### config.mk
export PLATFORM = sky130hd
export DESIGN_NAME = muldiv_unit
export DESIGN_NICKNAME = d
export VERILOG_FILES = /design/src/rtl/muldiv_unit.sv
export SDC_FILE = /design/constraint.sdc
export NUM_CORES = 1
export LEC_CHECK = 0
export CORE_MARGIN = 1.5
export CORE_UTILIZATION = 30
export DETAILED_ROUTE_END_ITERATION = 10
export GPL_ROUTABILITY_DRIVEN = 1
export SETUP_SLACK_MARGIN = 0.2
export SYNTH_ARGS = -nofsm -noshare
export SYNTH_HDL_FRONTEND = slang
export SYNTH_SLANG_ARGS = --single-unit
### constraint.sdc
create_clock -name clk -period 7.1 [get_ports clk]
set_clock_uncertainty 0.1 [all_clocks]
set_input_delay 1.42 -clock clk [delete_from_list [all_inputs] [get_ports clk]]
set_output_delay 1.42 -clock clk [all_outputs]
set_load 0.01 [all_outputs]
### src/rtl/muldiv_unit.sv
// Iterative multiply/divide unit with HI/LO registers for the MIPS datapath.
// Shift-add multiply and restoring divide, one bit per cycle, with a pipeline Stall interlock.
module muldiv_unit #(
    parameter int unsigned DATA_WIDTH  = 32,
    parameter logic [2:0]  RTYPE_ALUOP = 3'b111
) (
    input  logic                  clk,
    input  logic                  reset,
    input  logic                  start,
    input  logic [2:0]            ALUOp,
    input  logic [5:0]            ALUFunction,
    input  logic [DATA_WIDTH-1:0] A,
    input  logic [DATA_WIDTH-1:0] B,
    output logic [DATA_WIDTH-1:0] HI,
    output logic [DATA_WIDTH-1:0] LO,
    output logic [DATA_WIDTH-1:0] ReadData,
    output logic                  busy,
    output logic                  done,
    output logic                  div0,
    output logic                  Stall
);

    localparam int unsigned W  = DATA_WIDTH;
    localparam int unsigned CW = $clog2(W);
    localparam logic [CW-1:0] CNT_LAST = CW'(W - 1);

    localparam logic [5:0] F_MFHI  = 6'b010000;
    localparam logic [5:0] F_MTHI  = 6'b010001;
    localparam logic [5:0] F_MFLO  = 6'b010010;
    localparam logic [5:0] F_MTLO  = 6'b010011;
    localparam logic [5:0] F_MULT  = 6'b011000;
    localparam logic [5:0] F_MULTU = 6'b011001;
    localparam logic [5:0] F_DIV   = 6'b011010;
    localparam logic [5:0] F_DIVU  = 6'b011011;

    typedef enum logic [1:0] {StIdle, StCalc, StFix, StDone} state_e;

    state_e         r_state, w_state_nxt;
    logic [2*W-1:0] r_prod, w_prod_nxt;
    logic [W-1:0]   r_b, w_b_nxt;
    logic [W-1:0]   r_hi, w_hi_nxt;
    logic [W-1:0]   r_lo, w_lo_nxt;
    logic [CW-1:0]  r_cnt, w_cnt_nxt;
    logic           r_is_div, w_is_div_nxt;
    logic           r_neg_q, w_neg_q_nxt;
    logic           r_neg_r, w_neg_r_nxt;
    logic           r_div0, w_div0_nxt;

    logic w_rtype, w_is_mult, w_is_div, w_signed_op, w_launch, w_busy, w_accept;
    logic w_mfhi, w_mflo, w_mthi, w_mtlo;

    assign w_rtype     = start && (ALUOp == RTYPE_ALUOP);
    assign w_is_mult   = w_rtype && ((ALUFunction == F_MULT) || (ALUFunction == F_MULTU));
    assign w_is_div    = w_rtype && ((ALUFunction == F_DIV) || (ALUFunction == F_DIVU));
    assign w_signed_op = (ALUFunction == F_MULT) || (ALUFunction == F_DIV);
    assign w_launch    = w_is_mult || w_is_div;
    assign w_mfhi      = w_rtype && (ALUFunction == F_MFHI);
    assign w_mflo      = w_rtype && (ALUFunction == F_MFLO);
    assign w_mthi      = w_rtype && (ALUFunction == F_MTHI);
    assign w_mtlo      = w_rtype && (ALUFunction == F_MTLO);
    assign w_busy      = (r_state == StCalc) || (r_state == StFix);
    assign w_accept    = w_launch && !w_busy;

    logic [W-1:0] w_abs_a, w_abs_b;
    assign w_abs_a = (w_signed_op && A[W-1]) ? -A : A;
    assign w_abs_b = (w_signed_op && B[W-1]) ? -B : B;

    // Multiply step: conditionally add multiplicand into the upper half, then shift right.
    logic [W:0]     w_sum;
    logic [2*W-1:0] w_mul_step;
    assign w_sum      = {1'b0, r_prod[2*W-1:W]} + {1'b0, r_b};
    assign w_mul_step = r_prod[0] ? {w_sum, r_prod[W-1:1]} : {1'b0, r_prod[2*W-1:1]};

    // Divide step: r_prod holds {remainder, dividend/quotient}; trial-subtract after a left shift.
    logic [W:0]     w_diff;
    logic [2*W-1:0] w_div_step;
    assign w_diff     = r_prod[2*W-1:W-1] - {1'b0, r_b};
    assign w_div_step = w_diff[W] ? {r_prod[2*W-2:0], 1'b0}
                                  : {w_diff[W-1:0], r_prod[W-2:0], 1'b1};

    logic [2*W-1:0] w_mul_res;
    logic [W-1:0]   w_quo, w_rem;
    assign w_mul_res = r_neg_q ? -r_prod : r_prod;
    assign w_quo     = r_neg_q ? -r_prod[W-1:0] : r_prod[W-1:0];
    assign w_rem     = r_neg_r ? -r_prod[2*W-1:W] : r_prod[2*W-1:W];

    always_comb begin
        w_state_nxt  = r_state;
        w_prod_nxt   = r_prod;
        w_b_nxt      = r_b;
        w_hi_nxt     = r_hi;
        w_lo_nxt     = r_lo;
        w_cnt_nxt    = r_cnt;
        w_is_div_nxt = r_is_div;
        w_neg_q_nxt  = r_neg_q;
        w_neg_r_nxt  = r_neg_r;
        w_div0_nxt   = 1'b0;
        case (r_state)
            StIdle, StDone: begin
                w_state_nxt = StIdle;
                if (w_accept) begin
                    w_prod_nxt   = {{W{1'b0}}, w_abs_a};
                    w_b_nxt      = w_abs_b;
                    w_cnt_nxt    = '0;
                    w_is_div_nxt = w_is_div;
                    w_neg_q_nxt  = w_signed_op && (A[W-1] ^ B[W-1]);
                    w_neg_r_nxt  = w_signed_op && A[W-1];
                    if (w_is_div && (B == '0)) begin
                        w_state_nxt = StDone;
                        w_div0_nxt  = 1'b1;
                    end else begin
                        w_state_nxt = StCalc;
                    end
                end else if (w_mthi) begin
                    w_hi_nxt = A;
                end else if (w_mtlo) begin
                    w_lo_nxt = A;
                end
            end
            StCalc: begin
                w_prod_nxt = r_is_div ? w_div_step : w_mul_step;
                w_cnt_nxt  = r_cnt + CW'(1);
                if (r_cnt == CNT_LAST) begin
                    w_state_nxt = StFix;
                end
            end
            StFix: begin
                w_state_nxt = StDone;
                if (r_is_div) begin
                    w_hi_nxt = w_rem;
                    w_lo_nxt = w_quo;
                end else begin
                    {w_hi_nxt, w_lo_nxt} = w_mul_res;
                end
            end
            default: w_state_nxt = StIdle;
        endcase
    end

    always_ff @(posedge clk or negedge reset) begin
        if (!reset) begin
            r_state  <= StIdle;
            r_prod   <= '0;
            r_b      <= '0;
            r_hi     <= '0;
            r_lo     <= '0;
            r_cnt    <= '0;
            r_is_div <= 1'b0;
            r_neg_q  <= 1'b0;
            r_neg_r  <= 1'b0;
            r_div0   <= 1'b0;
        end else begin
            r_state  <= w_state_nxt;
            r_prod   <= w_prod_nxt;
            r_b      <= w_b_nxt;
            r_hi     <= w_hi_nxt;
            r_lo     <= w_lo_nxt;
            r_cnt    <= w_cnt_nxt;
            r_is_div <= w_is_div_nxt;
            r_neg_q  <= w_neg_q_nxt;
            r_neg_r  <= w_neg_r_nxt;
            r_div0   <= w_div0_nxt;
        end
    end

    assign HI       = r_hi;
    assign LO       = r_lo;
    assign busy     = w_busy;
    assign done     = (r_state == StDone);
    assign div0     = r_div0;
    assign Stall    = w_busy && (w_launch || w_mfhi || w_mflo || w_mthi || w_mtlo);
    assign ReadData = w_mfhi ? r_hi : (w_mflo ? r_lo : '0);

endmodule

==> flow_summary.ini <==
[yosys]
synth_top_cell_by_area = dfrtp_1
netlist.area_leader.share = 0.2809
seq_cells_post_synth = 171
share_of_synthesized_registers_carrying_an_async_set_or_reset = 1.000
net_count_after_synthesis = 2169
synth_edf_count = 0
post_synth_top_flop = dfrtp_1
yosysMostFrequentCell = nand2_1
netlist_top_cells_count = 326 x nand2_1, 265 x o21ai_0, 171 x dfrtp_1
synthesis.area_um2 = 15230
syn_avg_cell_area_um2 = 7.548
synth.area.top_cells = dfrtp_1 28%, o21ai_0 8.7%, nand2_1 8.0%
synth-warning-count = 0
synth_sequential_area_ratio = 0.2809
synthCells = 2018
yosys.cell_types.count = 75

[timing]
whs_ps = 408.9
period_share = 0.7279
grt_setup_unrepaired = no
max_freq_mhz = 193.5
tightest_slew_ps = 1130
max-slew-margin-rel = 0.2461
min_period_ps = 5168
timing_hold_violations_final = 0
timing.final.max_slew_violations = 0
report.final.setup_viol = 0
setup-tns-final_ps = 0

[pwr]
sequential_cell_fraction_of_total_power = 0.274
sw_frac_of_total = 0.5025
power_density_nw_per_um2 = 406.1
worst_ir_drop_on_vdd_mv = 0.1931
power_leakage_nw = 7.570
power.share.clock = 0.137
net_switching_power_of_the_design_w = 0.003697
power.combinational.fraction = 0.589
power_report.internal_total_w = 0.003660

[setup_path]
critPathMaxFanout = 32
timing.critical_path.slowest_stage_cell = clkdlybuf4s50_1
critical_path_buf_inv_count = 3
worst_setup_path_end_kind = output port
critical_path_class = input pin to output port
rr_worst_depth = 14
element_type_at_the_critical_path_start = input pin
worstPathArrival_ps = 3650
worstPathRequired_ps = 5580
crit_cells = 8
r2r_setup_slack_ps = 2420
cell_breakdown_of_the_critical_path = clkdlybuf4s50_1 > nor2_1 > nand2_1 > or2_2 > or3_1 > buf_4 > nor2_1 > clkdlybuf4s50_1
worst_path_dominant_cell_family = buffers and inverters
crit_path_max_incr_delay_ps = 550
crit_path_end = ReadData[24]
rr_startpoint = r_prod[31]$_DFFE_PN0P_
terminus_of_the_critical_flop_to_flop_path = r_prod[47]$_DFFE_PN0P_
worstSetupStartpoint = ALUFunction[2]

[clock_tree]
post_cts_buffers = 0
clk-insertion-delay-late_ps = 480
cts.root.buffer_cell = clkbuf_16
clock_sinks = 171
htree_levels = 4
clk_transition_reported_paths_ps = 70
cts_made_buffers = 17
clock_tree.buffer_depth = 2
ctsHoldBuffers = 0
tritoncts = built
cts-resized-gates = 0

[final_layout]
nFillCells = 5290
syn_to_final_growth_pct = 18.94
antenna_cells = 0
post_route_cells_drive_above_1_share = 0.03883
layout.nets = 2250

[grt]
gr-usage-met1 = 0.2833
globalRoute.totalOverflow = 0
grt_busiest_layer = met2
grt_first_pass_wirelength_mm = 87.32
initial_antenna_violation_count = 0
first_global_vias = 14580
maximum_number_of_pins_on_one_net_before_global_route_repair = 97
use_met3 = 0.03131
globalRouteTotalUtil = 0.2141
use_met2 = 0.3507

[hold_path]
hold_path.class = register to register

[floorplan]
placementRows = 82
design.core.area_um2 = 50170
effective_utilization_at_floorplan = 0.3036
floorplan.die_area_um2 = 52130
dieWidth_um = 228.3
io_pins = 176
die_height_um = 228.3

[placed_design]
place.port_buffers = 175
gp_congestion = 0.9648
place_hpwl_mm = 42.72

[drt]
first_iter_violations = 1202
routed_via_density = 5.521
detail-route-antenna-nets = 0
detail_route.wirelength_mm = 56.43
wl_cell_um = 20.27
vias = 15370
route.detailed.drc = 0
drt_first_pass_iters = 8

[flow_run]
drv_cap = 0

[status]
run_status = complete, no violations
[state kept, by name (all words and copies together) (netlist names)]
register,count
r_b,32
HI,32
r_state,2
r_neg_r,1
r_cnt,5
r_prod,64
r_is_div,1
LO,32
r_neg_q,1
div0,1
[layer usage]
| layer | wire (um) | vias up | share of wire |
|---|---|---|---|
| met5 | 0 | - | 0 |
| met2 | 26230 | 615 | 0.46 |
| li1 | - | 7332 | - |
| met4 | 1855 | 0 | 0.033 |
| met3 | 3506 | 98 | 0.062 |
| met1 | 24840 | 7326 | 0.44 |
[worst min-delay path, cell delays in order, from the launching register on]
cell,delay [ps]
dfrtp_1,370
nand2_1,50
o21ai_0,60
[layout make-up]
type                       count  area, um2  area share
clock buffer                  22      474.2     0.02618
clock inverter                10      128.9    0.007114
inverter                      66      247.7     0.01368
multi-input combinational   1650      10260      0.5663
sequential                   171       4283      0.2364
tap                          672      840.8     0.04641
timing repair buffer         193       1883      0.1039
[power by group through the flow]
stage | logic, W | clock network [W] | registers [W]
floorplan | 0.00293 | 0 | 0.00176
global placement | 0.00422 | 0 | 0.00201
detailed placement | 0.00428 | 0 | 0.00202
CTS | 0.00430 | 0.00103 | 0.00200
global route | 0.00478 | 0.00107 | 0.00207
finish | 0.00433 | 0.00101 | 0.00202
[cells by family (layout without fill, tap and decap cells)]
group | Yosys count | after routing | share of synthesized area
muxes | 82 | 82 | 0.05414
and+or+nand+nor | 672 | 672 | 0.1993
adders and majority gates | 75 | 75 | 0.06260
AOI/OAI and AO/OA | 650 | 650 | 0.2549
xor gates and xnor gates | 171 | 171 | 0.09833
buffers and inverters | 197 | 291 | 0.04978
DFF | 171 | 171 | 0.2809
[cells in the final DEF (no fill, tap or decap), types with 34 or more instances in the layout]
cell             instances
o21ai_0                263
mux2i_1                 79
nor2_1                 142
xnor2_1                 80
ha_1                    71
a21oi_1                155
inv_1                   65
dfrtp_1                170
clkdlybuf4s50_1        173
a21o_1                  34
nand2_1                326
xor2_1                  89
[worst min path at each step]
stage	start	to	slack (ps)	cells after the start
floorplan	r_cnt[4]$_DFFE_PN0P_	r_cnt[4]$_DFFE_PN0P_	360	2
global placement	r_cnt[4]$_DFFE_PN0P_	r_cnt[4]$_DFFE_PN0P_	370	2
detailed placement	LO[12]$_DFFE_PN0P_	LO[12]$_DFFE_PN0P_	400	2
CTS	LO[12]$_DFFE_PN0P_	LO[12]$_DFFE_PN0P_	420	2
global route	r_cnt[4]$_DFFE_PN0P_	r_cnt[4]$_DFFE_PN0P_	440	2
finish	LO[12]$_DFFE_PN0P_	LO[12]$_DFFE_PN0P_	410	2
[metrics by stage]
stage	instances	power [W]	util	setup WS [ps]	cell area (um2)
2_1_floorplan	2018	0.004696	-	2877	15230
3_3_place_gp	2752	0.006227	0.3491	1954	17510
3_5_place_dp	2752	0.006302	0.3491	1901	17510
4_1_cts	2784	0.007334	0.3611	1898	18120
5_1_grt	2784	0.007917	0.3611	1790	18120
6_report	2784	0.007357	0.3611	1932	18120
Power figures use the tool's default switching activity.
